### src/rtl/uart_rx_if.sv
// Output side of uart_rx: received byte holding register with valid/ready
// handshake plus the three single-cycle error strobes.
interface uart_rx_if;
    logic [7:0] byte_received;
    logic       valid;
    logic       ready;
    logic       framing_error;
    logic       overrun;
    logic       parity_error;

    modport master (
        output byte_received,
        output valid,
        input  ready,
        output framing_error,
        output overrun,
        output parity_error
    );

    modport slave (
        input  byte_received,
        input  valid,
        output ready,
        input  framing_error,
        input  overrun,
        input  parity_error
    );
endinterface

### src/rtl/uart_rx.sv
// UART receiver, 8N1 by default. Each start, data and stop bit is decided by
// a 2-of-3 majority vote around the bit centre. Good bytes land in a
// valid/ready holding register.
// Optional build macro UART_RX_PARITY_EN: frames become 8E1 with a PARITY
// state between DATA and STOP; without it parity_error is tied low.
//
// state      | meaning
// S_IDLE     | line idle, waiting for synced rx to fall
// S_START    | validating start bit; a high vote is a false start
// S_DATA     | shifting in 8 data bits, LSB first
// S_PARITY   | sampling the even-parity bit (parity build only)
// S_STOP     | stop-bit vote; leaves mid-bit so the next start edge is caught
// S_BREAK    | stop bit was low; wait for the line to return high
module uart_rx #(
    parameter int CLKS_PER_BIT = 104,
    parameter int SAMPLE_MID   = CLKS_PER_BIT / 2
) (
    input  logic      clock,
    input  logic      reset,
    input  logic      rx,
    uart_rx_if.master bus
);
    localparam int CNT_W = $clog2(CLKS_PER_BIT);
    localparam logic [CNT_W-1:0] CNT_LAST = CNT_W'(CLKS_PER_BIT - 1);
    localparam logic [CNT_W-1:0] SAMP_A   = CNT_W'(SAMPLE_MID - 1);
    localparam logic [CNT_W-1:0] SAMP_B   = CNT_W'(SAMPLE_MID);
    localparam logic [CNT_W-1:0] SAMP_DEC = CNT_W'(SAMPLE_MID + 1);

    typedef enum logic [2:0] {
        S_IDLE,
        S_START,
        S_DATA,
`ifdef UART_RX_PARITY_EN
        S_PARITY,
`endif
        S_STOP,
        S_BREAK
    } state_t;

    state_t           state, state_nxt;
    logic             rx_meta, rx_sync;
    logic [CNT_W-1:0] counter;
    logic [2:0]       bit_index;
    logic [7:0]       shift_reg;
    logic             samp_a, samp_b;
    logic             cnt_wrap, decide_now, decision;
    logic             good_frame, frame_err, pop;
`ifdef UART_RX_PARITY_EN
    logic             parity_bad, par_err;
`endif

    assign cnt_wrap   = (counter == CNT_LAST);
    assign decide_now = (counter == SAMP_DEC);
    assign decision   = (samp_a & samp_b) | (samp_a & rx_sync) | (samp_b & rx_sync);
    assign pop        = bus.valid & bus.ready;

    // Two-flop synchronizer for the asynchronous line, idling high.
    always_ff @(posedge clock) begin
        if (reset) begin
            rx_meta <= 1'b1;
            rx_sync <= 1'b1;
        end else begin
            rx_meta <= rx;
            rx_sync <= rx_meta;
        end
    end

    // State register.
    always_ff @(posedge clock) begin
        if (reset) state <= S_IDLE;
        else       state <= state_nxt;
    end

    // Next-state decode and the frame-outcome strobes issued at the stop vote.
    always_comb begin
        state_nxt  = state;
        good_frame = 1'b0;
        frame_err  = 1'b0;
`ifdef UART_RX_PARITY_EN
        par_err    = 1'b0;
`endif
        case (state)
            S_IDLE:  if (!rx_sync) state_nxt = S_START;
            S_START: begin
                if (decide_now && decision) state_nxt = S_IDLE;
                else if (cnt_wrap)          state_nxt = S_DATA;
            end
            S_DATA: begin
                if (cnt_wrap && bit_index == 3'd7) begin
`ifdef UART_RX_PARITY_EN
                    state_nxt = S_PARITY;
`else
                    state_nxt = S_STOP;
`endif
                end
            end
`ifdef UART_RX_PARITY_EN
            S_PARITY: if (cnt_wrap) state_nxt = S_STOP;
`endif
            S_STOP: begin
                if (decide_now) begin
                    if (decision) begin
`ifdef UART_RX_PARITY_EN
                        par_err    = parity_bad;
                        good_frame = !parity_bad;
`else
                        good_frame = 1'b1;
`endif
                        state_nxt  = S_IDLE;
                    end else begin
                        frame_err = 1'b1;
                        state_nxt = S_BREAK;
                    end
                end
            end
            S_BREAK: if (rx_sync) state_nxt = S_IDLE;
            default: state_nxt = S_IDLE;
        endcase
    end

    // Bit timing, majority samples, bit index and data shift register.
    always_ff @(posedge clock) begin
        if (reset) begin
            counter   <= '0;
            bit_index <= 3'd0;
            shift_reg <= 8'h00;
            samp_a    <= 1'b1;
            samp_b    <= 1'b1;
`ifdef UART_RX_PARITY_EN
            parity_bad <= 1'b0;
`endif
        end else begin
            if (state == S_IDLE || state == S_BREAK || cnt_wrap) counter <= '0;
            else                                                  counter <= counter + 1'b1;
            if (counter == SAMP_A) samp_a <= rx_sync;
            if (counter == SAMP_B) samp_b <= rx_sync;
            if (state == S_START)                 bit_index <= 3'd0;
            else if (state == S_DATA && cnt_wrap) bit_index <= bit_index + 3'd1;
            if (state == S_DATA && decide_now) shift_reg <= {decision, shift_reg[7:1]};
`ifdef UART_RX_PARITY_EN
            if (state == S_PARITY && decide_now) parity_bad <= decision ^ (^shift_reg);
`endif
        end
    end

    // Holding register, handshake and single-cycle error strobes.
    always_ff @(posedge clock) begin
        if (reset) begin
            bus.valid         <= 1'b0;
            bus.byte_received <= 8'h00;
            bus.framing_error <= 1'b0;
            bus.overrun       <= 1'b0;
        end else begin
            bus.framing_error <= frame_err;
            bus.overrun       <= good_frame & bus.valid & !pop;
            if (good_frame && (!bus.valid || pop)) begin
                bus.byte_received <= shift_reg;
                bus.valid         <= 1'b1;
            end else if (pop) begin
                bus.valid <= 1'b0;
            end
        end
    end

`ifdef UART_RX_PARITY_EN
    // Parity mismatch strobe, suppressed when the stop bit also fails.
    always_ff @(posedge clock) begin
        if (reset) bus.parity_error <= 1'b0;
        else       bus.parity_error <= par_err;
    end
`else
    assign bus.parity_error = 1'b0;
`endif
endmodule

### src/flat_wrapper.sv
// flat-port wrapper written by rule: the top's interface ports become plain ports
module uart_rx_flat 
#(
    parameter int CLKS_PER_BIT = 104,
    parameter int SAMPLE_MID   = CLKS_PER_BIT / 2
)
  (clock, reset, rx, bus_byte_received, bus_valid, bus_ready, bus_framing_error, bus_overrun, bus_parity_error);
  uart_rx_if bus_i ();
  input  logic clock;
  input  logic reset;
  input  logic rx;
  output wire logic [$bits(bus_i.byte_received)-1:0] bus_byte_received;
  output wire logic [$bits(bus_i.valid)-1:0] bus_valid;
  input wire logic [$bits(bus_i.ready)-1:0] bus_ready;
  output wire logic [$bits(bus_i.framing_error)-1:0] bus_framing_error;
  output wire logic [$bits(bus_i.overrun)-1:0] bus_overrun;
  output wire logic [$bits(bus_i.parity_error)-1:0] bus_parity_error;
  assign bus_byte_received = bus_i.byte_received;
  assign bus_valid = bus_i.valid;
  assign bus_i.ready = bus_ready;
  assign bus_framing_error = bus_i.framing_error;
  assign bus_overrun = bus_i.overrun;
  assign bus_parity_error = bus_i.parity_error;
  uart_rx #(.CLKS_PER_BIT(CLKS_PER_BIT), .SAMPLE_MID(SAMPLE_MID)) u_core (.clock(clock), .reset(reset), .rx(rx), .bus(bus_i));
endmodule
### config.mk
export PLATFORM = sky130hd
export DESIGN_NAME = uart_rx_flat
export DESIGN_NICKNAME = d
export VERILOG_FILES = /design/src/rtl/uart_rx_if.sv /design/src/rtl/uart_rx.sv /design/src/flat_wrapper.sv
export SDC_FILE = /design/constraint.sdc
export NUM_CORES = 1
export LEC_CHECK = 0
export ABC_AREA = 1
export BUFFER_PORTS_ARGS = -buffer_cell sky130_fd_sc_hd__buf_2
export CAP_MARGIN = 20
export CORE_MARGIN = 10
export CORE_UTILIZATION = 45
export DETAILED_ROUTE_END_ITERATION = 7
export GPL_ROUTABILITY_DRIVEN = 0
export GPL_TIMING_DRIVEN = 0
export MAX_ROUTING_LAYER = met4
export PLACE_DENSITY = 0.76
export SYNTH_ARGS = -nofsm -noshare
export SYNTH_HDL_FRONTEND = slang
export SYNTH_SLANG_ARGS = --single-unit
### constraint.sdc
create_clock -name clock -period 1.3 [get_ports clock]
set_input_delay 0.26 -clock clock [delete_from_list [all_inputs] [get_ports clock]]
set_output_delay 0.26 -clock clock [all_outputs]
set_load 0.005 [all_outputs]
==> qor.txt, run 1 <==
I/O Pins - 16
Row Count - 21
Syn_nets - 213
Total power - 2.36 mW
Max incr delay on CP - 350 ps
Placed instance area - 1710 um^2
Core Area - 3340 um^2
Yosys cell types - 26
Clk pwr share - 29.9%
DRC violations left - 0
Die Y - 78.7 um
Sequential cell area - 729 um^2
Initial antenna violation count - 0
H-tree Lvls - 2
WP data required - 1530 ps
Dpl ws - -164 ps
WHS Endpoint - u_core.rx_meta
Hold depth - 2
Wirelength per Cell - 11.6 um
Slew Limit Fails - 0
Most frequent cells in the layout - 33 x nor2_1, 31 x dfxtp_1, 25 x nand2_1
Met3 Track Usage GR - 4.62%
Most common cell after layout, fill and taps aside - nor2_1
Post-layout util - 60.2%
Worst skew pair latency - 350 ps
RR Endpoint - u_core.bus.byte_received[1]
Fin area - 2010 um^2
Vias/cell - 4.98
Total Wirelength - 3240 um
Arr. time, crit path - 1620 ps
CTS tree - done
Dpl cells - 264
Final hold viol count - 0
Routed Antenna Nets - 0
Flops & latches, synth - 36
Synth Flop Type - dfxtp_1
CP Max Fanout - 8
Syn Inst Count - 204
Share of post-route cells with drive strength above 1 - 32.9%
Clock-pin slew on the worst setup and hold paths - 110 ps
Switching Fraction - 29.9%
Area Overhead vs Synth - 29.5%
Post-synth top area cell - dfxtp_1
Non-Filler Instances - 280
Finish-stage setup viols - 17
Max-cap violations - 0
Hold_ws - 90.2 ps
Fillers - 290
IO buf count - 14
Total Nets Final - 242
Cell Area, Synth - 1550 um^2
Total CTS buffers - 5
Crit path cell chain - inv_2, ha_4, nand3_4, nor2_4, nand2_4, nor2_8, nand2_8, nand2_1, a21oi_1
Post-Route Skew - 10.6 ps
Worst r2r path cells - 9
Vias in the first global route - 1245
Worst Hold Launch - rx
Sequential share of power - 50.5%
Comb power frac - 19.6%
Fin crit share - 107%
Setup CP Type - flip-flop to flip-flop
DRT Pass-1 Iters - 4
Met1 Resource Use GR - 10.9%
Worst reg2reg startpoint - u_core.counter[1]
Overflow after GRT - 0
Power Dens Cells - 1170 nW/um^2
Top post-synthesis cells by area - dfxtp_1 46%, nor2_1 8.2%, nand2_1 8.0%, nand3_1 5.5%, a21oi_1 4.8%
Die area - 6190 um^2
Routed via count - 1394
Die width - 78.7 um
Critical Path End Type - flip-flop
Initial Utilization - 46.5%
Global-route usage over all layers - 10.8%
CTS Sinks - 36
Psw - 704 uW
CP max stage cell - dfxtp_2
Unrepaired setup endpoints after global routing - true
Startpoint types - flip-flop
Register area share after synthesis - 46.5%
Largest net degree at the start of global routing - 13
GR Layer Usage met2 - 16.9%
Final worst setup slack - -94.4 ps
Failing checks - negative setup slack
Fraction of registers with async set/reset - 0%
Syn. warnings - 0
Synth top area share - 46.5%
N_diodes - 0
Leak - 0.792 nW
Post-synth EDFFs - 0
Fmax - 717 MHz
Hold Crit Class - primary input to flip-flop
VDD IR max - 714 uV
Post-Syn Area per Cell - 7.60 um^2
Internal power - 1.65 mW
Initial DRC count - 54
Dpl hpwl - 2120 um
Busiest grt layer - met2
Multi-input logic area - 913 um^2
Setup_tns - -901 ps
Clk root buf - clkbuf_4
CTS Buffer Depth - 2
First-pass GRT wire length - 5200 um
Reg2reg setup slack - -90 ps
Status - complete, but fails checks
Min cycle time layout - 1390 ps
[worst max-delay path, delay by kind of cell (launching register included)]
family                   cells  cell delay (ps)
flip-flops                   1              350
AND/OR/NAND/NOR              6              660
AO/OA/AOI/OAI                1               60
adder cells (fa/ha/maj)      1              130
buffers and inverters        1               70
[power by group through the flow]
stage                     Combinational, mW  Clock [mW]  Sequential, mW
after floorplan                       0.312           0            1.20
after global placement                0.370           0            1.21
after detailed placement              0.376           0            1.21
after CTS                             0.415       0.734            1.19
after global routing                  0.535       0.769            1.20
final                                 0.462       0.705            1.19
[worst max path at each step]
stage | start | to | slack [ps] | cells past startpoint
after global routing | u_core.counter[6] | u_core.bus.byte_received[1] | -180 | 8
after CTS | u_core.counter[1] | u_core.bus.byte_received[1] | -60 | 9
final | u_core.counter[1] | u_core.bus.byte_received[1] | -90 | 9
after floorplan | u_core.counter[1] | u_core.bus.byte_received[0] | 2 | 9
after detailed placement | u_core.counter[0] | u_core.counter[5] | -160 | 6
after global placement | u_core.counter[0] | u_core.counter[3] | -150 | 6
[Yosys cell counts, drive strengths merged, types with 2 or more instances]
library cell	instances
nand2	35
nor3	4
nor2	38
nand3	18
dfxtp	36
clkbuf	3
o21ai	11
xor2	2
nor4	2
a21oi	15
nand4	3
ha	5
nor3b	2
or2	5
inv	22
[cells by family (layout without fill, tap and decap cells)]
kind of cell,count (synthesis),count (layout),synth area share [%]
compound gates,27,27,8.96
xor+xnor,2,2,1.13
fa+ha+maj,5,5,4.04
buf+inv,26,55,6.54
flops,36,36,46.5
other cells,1,1,0.242
simple gates,107,108,32.6
[timing repair]
| item | 4_1_cts | 5_1_grt |
|---|---|---|
| gates resized for setup | 11 | 36 |
| endpoints found under the hold margin | 0 | 0 |
| setup buffers | 3 | 6 |
| setup endpoints to repair | 32 | 30 |
| hold buffers | 0 | 0 |
| cloned | 1 | 0 |
| pin swaps | 4 | 5 |
[routing by layer]
layer,vias to the layer above,share of wire (%),wire (um)
met3,7,6.4,206
met2,30,47,1510
met1,632,45,1450
met4,0,2.2,72
met5,-,0,0
li1,725,-,-
[area by class of cell]
| class | count | area share [%] |
|---|---|---|
| Clock inverter | 2 | 0.623 |
| Inverter | 22 | 4.36 |
| Clock buffer | 6 | 3.12 |
| Buffer | 4 | 0.935 |
| Sequential cell | 36 | 36.3 |
| Multi-Input combinational cell | 143 | 45.5 |
| Timing Repair Buffer | 21 | 6.29 |
| Tap cell | 46 | 2.87 |
No activity file was read; power rests on OpenSTA's default activity.
==> run 2, diff against run 1 <==
--- a/config.mk
+++ b/config.mk
@@ -5,7 +5,7 @@
 export SDC_FILE = /design/constraint.sdc
 export NUM_CORES = 1
 export LEC_CHECK = 0
-export ABC_AREA = 1
+export ABC_AREA = 0
 export BUFFER_PORTS_ARGS = -buffer_cell sky130_fd_sc_hd__buf_2
 export CAP_MARGIN = 20
 export CORE_MARGIN = 10
==> qor.txt, run 2 <==
Status - complete, but fails checks
Failing checks - negative setup slack
Global-route usage over all layers - 10.7%
Worst skew pair latency - 340 ps
Total Nets Final - 213
Comb power frac - 12.4%
Critical Path End Type - flip-flop
Fraction of registers with async set/reset - 0%
Largest net degree at the start of global routing - 13
Row Count - 21
Synth top area share - 44.7%
Initial Utilization - 47.5%
VDD IR max - 844 uV
Share of post-route cells with drive strength above 1 - 43.4%
Vias/cell - 5.14
Flops & latches, synth - 36
Met1 Resource Use GR - 12.9%
Setup_tns - -6490 ps
Routed Antenna Nets - 0
Finish-stage setup viols - 31
Routed via count - 1289
Syn. warnings - 0
Most common cell after layout, fill and taps aside - dfxtp_1
Most frequent cells after synthesis - 36 x dfxtp_1, 24 x nor2_1, 12 x mux2i_1, 12 x nand3_1, 11 x a21oi_1
Crit path cell chain - inv_4, ha_4, and3b_2, and3_4, o2111a_2, buf_6, a22o_2
Post-synth top area cell - dfxtp_1
Arr. time, crit path - 1900 ps
Fin crit share - 127%
Wirelength per Cell - 13.0 um
CTS Sinks - 36
Dpl hpwl - 2100 um
Startpoint types - flip-flop
Max-cap violations - 0
Syn Inst Count - 175
IO buf count - 13
DRC violations left - 0
CTS tree - done
Die area - 6380 um^2
Syn_nets - 184
H-tree Lvls - 2
Internal power - 1.66 mW
Unrepaired setup endpoints after global routing - true
Post-Syn Area per Cell - 9.21 um^2
Die width - 79.8 um
Clock-pin slew on the worst setup and hold paths - 110 ps
Slew Limit Fails - 0
Power Dens Cells - 1060 nW/um^2
Post-Route Skew - 10.1 ps
Area Overhead vs Synth - 28.8%
Total Wirelength - 3280 um
Core Area - 3390 um^2
Hold Crit Class - primary input to flip-flop
Psw - 548 uW
Final worst setup slack - -355 ps
First-pass GRT wire length - 5400 um
Setup CP Type - flip-flop to flip-flop
Worst-margin pin slew - 906 ps
Fmax - 604 MHz
Leak - 0.781 nW
Top post-synthesis cells by area - dfxtp_1 45%, mux2i_1 7.5%, nor2_1 5.6%, ha_1 3.9%, nand3_1 3.7%
Sequential share of power - 52.1%
Max incr delay on CP - 400 ps
Clk root buf - clkbuf_4
CTS Buffer Depth - 2
Cell Area, Synth - 1610 um^2
Vias in the first global route - 1203
Busiest grt layer - met2
CP Max Fanout - 4
Overflow after GRT - 0
WP data required - 1540 ps
Min cycle time layout - 1650 ps
Yosys cell types - 40
Dpl ws - -452 ps
Met3 Track Usage GR - 3.94%
Rel. slew slack - 39.5%
Clk pwr share - 35.6%
Die Y - 79.8 um
CP max stage cell - dfxtp_4
Initial DRC count - 125
GR Layer Usage met2 - 15.5%
N_diodes - 0
Register area share after synthesis - 44.7%
Total CTS buffers - 5
Initial antenna violation count - 0
I/O Pins - 16
Synth Flop Type - dfxtp_1
DRT Pass-1 Iters - 4
Dominant cell by count in the synthesized netlist - dfxtp_1
Final hold viol count - 0
Post-synth EDFFs - 0
Most frequent cells in the layout - 29 x dfxtp_1, 18 x nor2_1, 16 x buf_2
Switching Fraction - 24.8%
[run 2: cell count changes after synthesis, moves of 5 or more]
cell,delta
mux2i_1,+12
nand2_1,-29
inv_1,-13
nor2_1,-10
nand3_1,-5
[run 2: through the flow]
step	total power, mW	util, %	instances	area (um^2)	hold slack, ps
finish	2.21	61.2	251	2080	99.6
global route	2.31	61.2	251	2080	77.8
CTS	2.19	57.3	249	1940	83.1
detailed placement	1.37	51.8	234	1750	397
global placement	1.37	51.8	234	1750	393
floorplan	1.33	-	175	1630	364
[run 2: what timing repair did]
item	4_1_cts	5_1_grt
setup buffers	11	3
hold endpoints to repair	0	0
hold buffers	0	0
setup endpoints to repair	30	33
cloned	0	1
resized for setup	25	35
pin swaps	13	23
[run 2: area by class of cell]
| cell class | instances | area (um^2) |
|---|---|---|
| Timing Repair Buffer | 26 | 201 |
| Multi-Input combinational cell | 121 | 936 |
| Clock inverter | 3 | 42.5 |
| Fill cell | 294 | 1310 |
| Sequential cell | 36 | 734 |
| Inverter | 5 | 21.3 |
| Buffer | 9 | 45.0 |
| Clock buffer | 5 | 37.5 |
| Tap cell | 46 | 57.6 |
[run 2: power by group through the flow]
stage          combinational, mW  sequential, mW  clock (mW)
5_1_grt                    0.298            1.15       0.863
6_report                   0.274            1.15       0.784
4_1_cts                    0.237            1.15       0.803
2_1_floorplan              0.167            1.16           0
3_3_place_gp               0.203            1.17           0
3_5_place_dp               0.204            1.17           0
[run 2: worst paths after layout]
path | startpoint | endpoint | slack, ps | cells past startpoint
worst min register to register | u_core.rx_meta | u_core.rx_sync | 420 | 1
worst max register to register | u_core.counter[1] | u_core.state[2] | -350 | 7
worst min-delay path | rx | u_core.rx_meta | 100 | 2
worst max-delay path | u_core.counter[1] | u_core.state[2] | -350 | 7
[run 2: logic make-up after synthesis]
logic type | after synthesis | synth area share [%]
buffers and inverters | 18 | 5.67
flip-flops | 36 | 44.7
AO/OA/AOI/OAI | 25 | 9.16
other | 1 | 0.233
multiplexers | 13 | 8.39
XOR/XNOR | 7 | 3.80
AND/OR/NAND/NOR | 69 | 23.4
adder cells (fa/ha/maj) | 6 | 4.58
[run 2: critical path: cells and delay by family, from the launching register on]
kind | cells | cell delay (ps)
buffers and inverters | 2 | 160
DFF | 1 | 400
adders and majority gates | 1 | 140
AOI/OAI and AO/OA | 2 | 470
and+or+nand+nor | 2 | 390
[run 2: per-layer routing]
| layer | wire, um | vias to the layer above |
|---|---|---|
| li1 | - | 662 |
| met1 | 1520 | 591 |
| met2 | 1500 | 29 |
| met3 | 194 | 7 |
| met4 | 53 | 0 |
| met5 | 0 | - |
